==> config.mk <==
export PLATFORM = sky130hd
export DESIGN_NAME = usb_crc5_calc
export DESIGN_NICKNAME = d
export VERILOG_FILES = /design/src/rtl/usb_crc_pkg.sv /design/src/rtl/usb_crc5_byte_next.sv /design/src/rtl/usb_crc5_calc.sv
export SDC_FILE = /design/constraint.sdc
export NUM_CORES = 1
export LEC_CHECK = 0
export ABC_CLOCK_PERIOD_IN_PS = 3040
export BUFFER_PORTS_ARGS = -buffer_cell sky130_fd_sc_hd__buf_2
export CORE_AREA = 2 2 39 41
export CTS_CLUSTER_DIAMETER = 200
export DETAILED_ROUTE_END_ITERATION = 12
export DIE_AREA = 0 0 41 43
export PLACE_DENSITY = 0.64
export SLEW_MARGIN = 10
export SYNTH_ARGS = -nofsm -noshare
export SYNTH_HDL_FRONTEND = slang
export SYNTH_HIERARCHICAL = 1
export SYNTH_SLANG_ARGS = --single-unit
==> constraint.sdc <==
create_clock -name clk -period 3.04 [get_ports clk]
set_clock_uncertainty 0.2 [all_clocks]
set_input_delay 0.608 -clock clk [delete_from_list [all_inputs] [get_ports clk]]
set_output_delay 0.608 -clock clk [all_outputs]
set_load 0.005 [all_outputs]
==> src/rtl/usb_crc_pkg.sv <==
// Shared USB CRC5 constants and the single-bit LFSR step used by the byte-parallel datapath.
package usb_crc_pkg;

  localparam int unsigned     CRC5_W    = 5;
  localparam logic [CRC5_W-1:0] CRC5_POLY = 5'b00101;
  localparam logic [CRC5_W-1:0] CRC5_INIT = 5'b11111;

  function automatic logic [CRC5_W-1:0] crc5_step_bit(
    input logic [CRC5_W-1:0] crc,
    input logic              d
  );
    logic                fb;
    logic [CRC5_W-1:0]   t;
    fb = d ^ crc[CRC5_W-1];
    t  = {crc[CRC5_W-2:0], 1'b0};
    if (fb) begin
      t = t ^ CRC5_POLY;
    end else begin
      t = t;
    end
    return t;
  endfunction

endpackage

==> src/rtl/usb_crc5_byte_next.sv <==
// Combinational fold of one byte into a CRC5 value, bit 0 first (USB wire order).
module usb_crc5_byte_next
  import usb_crc_pkg::*;
(
  input  logic [CRC5_W-1:0] cur,
  input  logic [7:0]        data,
  output logic [CRC5_W-1:0] nxt
);

  logic [CRC5_W-1:0] acc_s;

  // Unrolled chain of eight serial steps
  always_comb begin
    acc_s = cur;
    for (int i = 0; i < 8; i++) begin
      acc_s = crc5_step_bit(acc_s, data[i]);
    end
  end

  assign nxt = acc_s;

endmodule

==> src/rtl/usb_crc5_calc.sv <==
// Byte-parallel USB token CRC5 register; crc_out is the raw register (no inversion/reversal).
module usb_crc5_calc
  import usb_crc_pkg::*;
(
  input  logic              clk,
  input  logic              rst,
  input  logic [7:0]        data_in,
  input  logic              crc_en,
  output logic [CRC5_W-1:0] crc_out
);

  logic [CRC5_W-1:0] crc_r;
  logic [CRC5_W-1:0] nxt_s;

  usb_crc5_byte_next u_byte_next (
    .cur  (crc_r),
    .data (data_in),
    .nxt  (nxt_s)
  );

  // CRC state: reset beats enable, otherwise hold
  always_ff @(posedge clk) begin
    if (rst) begin
      crc_r <= CRC5_INIT;
    end else if (crc_en) begin
      crc_r <= nxt_s;
    end else begin
      crc_r <= crc_r;
    end
  end

  assign crc_out = crc_r;

endmodule

==> metrics.txt <==
FF-to-FF Start=crc_out[0]; final worst slack=1195 ps; core area=1384 µm²; leakage=0.2937 nW; crit path launch=data_in[6]; vias in the first global route=261; critical path's most frequent cell=xnor3_1; largest net degree at the start of global routing=11; Slowest cell on crit path=xnor3_1; Via density=4.306; Peak supply drop=0.0002687 V; first-pass GRT wire length=1097 µm; CTS tree=built; Routability Congestion=0.7168; share of layout cells above drive strength 1=0.5217; WL/cell=10.82 µm; Global Route Usage Sum=0.09949; Worst setup EP type=flop; Pwr Density=668.5 nW/µm²; die area=1763 µm²; Antenna Nets Post-Route=0; initial antenna violation count=0; WP data arrival=1770 ps; Yosys top cell area share=0.3728; clk root buf=clkbuf_4; crit-path max FO=2; synthesized instance count=28; pins over their slew limit=0; Max-Slew Margin vs Limit=0.7798; max incr delay on CP=390 ps; Post-Place Worst Slack=931.5 ps; Period minus WS final=1845 ps; Final Setup Violations=0; routed vias=267; cts-stage hold buffer count=0; FF+latch count, synth=5; part of the cycle the worst path needs=0.6069; grt ovf=0; final wirelength=671 µm; placed cells=58; Initial Util=0.3056; most common cell after layout, fill and taps aside=buf_2; CTS Buf Count=3; WL met1=288 µm; number of H-tree levels=1; R2R setup slack=1280 ps; Die Span Y=43 µm; RR Endpoint=crc_out[2]; WHS=409.8 ps; synth top area cells=xnor3_1 37%, dfxtp_1 24%, a211o_1 10%, nor2b_2 10%, xor3_1 5.6%; most frequent cells in the layout=15 x buf_2, 7 x xnor3_1, 5 x nor2b_2, 5 x a211o_1, 5 x dfxtp_1; Max Used Layer=met3; Skew-Pair Late Insertion Delay=240 ps; first drt pass iteration count=2; Synth warnings=6; nets@finish=58; Final Instance Count excl. Fillers=62; Final Power=356.3 µW; metal2 WL=334 µm; area leader, netlist=xnor3_1; worst-margin pin slew=328.0 ps; # rows=14; Ports=16; cell chain of the critical path=buf_2 > xnor3_1 > xnor3_1 > a211o_1; met3 routed WL=47 µm; drt drc=0; worst setup path class=in -> reg; post-synth cell types=9; crit path capture=crc_out[3]; unrepaired setup endpoints after global routing=false; crit start category=primary input; input/output buffers=15; post-cts gate resize count=0; status=complete, no violations; Final Hold Fails=0; area delta synth->final=26.04%; sequential fraction of the synthesis area=0.2367; CTS sink count=5; Achievable Freq=542.0 MHz; max reg flops=5; CTS max path bufs=2; Die Span X=41 µm; MaxCap Viol Count=0; mapped cell area=422.9 µm²; ant diodes=0; number of DRC markers in iteration 0=5; Syn Nets=39; CTS clk-pin slew, worst paths=40 ps; Hold Crit Class=reg -> reg; # Post-CTS Setup Buffers=0; critical path required time=2970 ps; r2r worst-path depth=3; mean area per synthesized cell=15.10 µm²; final setup TNS=0 ps
[cell usage after synthesis]
cell type / n
xnor3_1: 7
a211o_1: 5
dfxtp_1: 5
nor2b_2: 5
xnor2_1: 2
buf_6: 1
xnor2_2: 1
xor2_1: 1
xor3_1: 1
[layer usage]
metal	track usage	vias to the layer above
li1	-	137
met1	0.1033	122
met2	0.1438	8
met3	0.04712	0
met4	0.08000	0
met5	0	-
[logic make-up after synthesis]
group / count (synthesis) / synth area share
AOI/OAI and AO/OA: 5 / 0.1035
and+or+nand+nor: 5 / 0.1035
xor gates and xnor gates: 12 / 0.5296
buffers and inverters: 1 / 0.02663
DFF: 5 / 0.2367
[power by group]
part	internal [mW]	total [mW]	switching, mW
combinational	0.133	0.185	0.0519
sequential	0.0799	0.0938	0.0139
clock	0.0497	0.0777	0.0280
[cell type report]
type                       count  area, µm²
sequential                     5      100.1
clock buffer                   4      26.28
fill                         146      850.8
multi-input combinational     22      311.5
tap                           16      20.02
timing repair buffer          15      75.07
[through the flow]
step                        util  area, µm²
after floorplan                -      422.9
after global placement    0.3662      506.7
after detailed placement  0.3662      506.7
after CTS                 0.3852      533.0
after global routing      0.3852      533.0
final                     0.3852      533.0
[worst max-delay path: cells and delay by family]
family / cells / cell delay (ps)
AOI/OAI and AO/OA: 1 / 290
xor gates and xnor gates: 2 / 770
buffers and inverters: 1 / 100
[how the worst min path moves through the flow]
stage,startpoint,end,slack (ps),cells after the start
after floorplan,crc_out[2],crc_out[2],390,2
after global routing,rst,crc_out[0],440,2
after CTS,rst,crc_out[0],420,2
final,crc_out[3],crc_out[3],410,2
after global placement,crc_out[3],crc_out[3],400,2
after detailed placement,crc_out[3],crc_out[3],410,2
(Power assumes the default switching activity.)
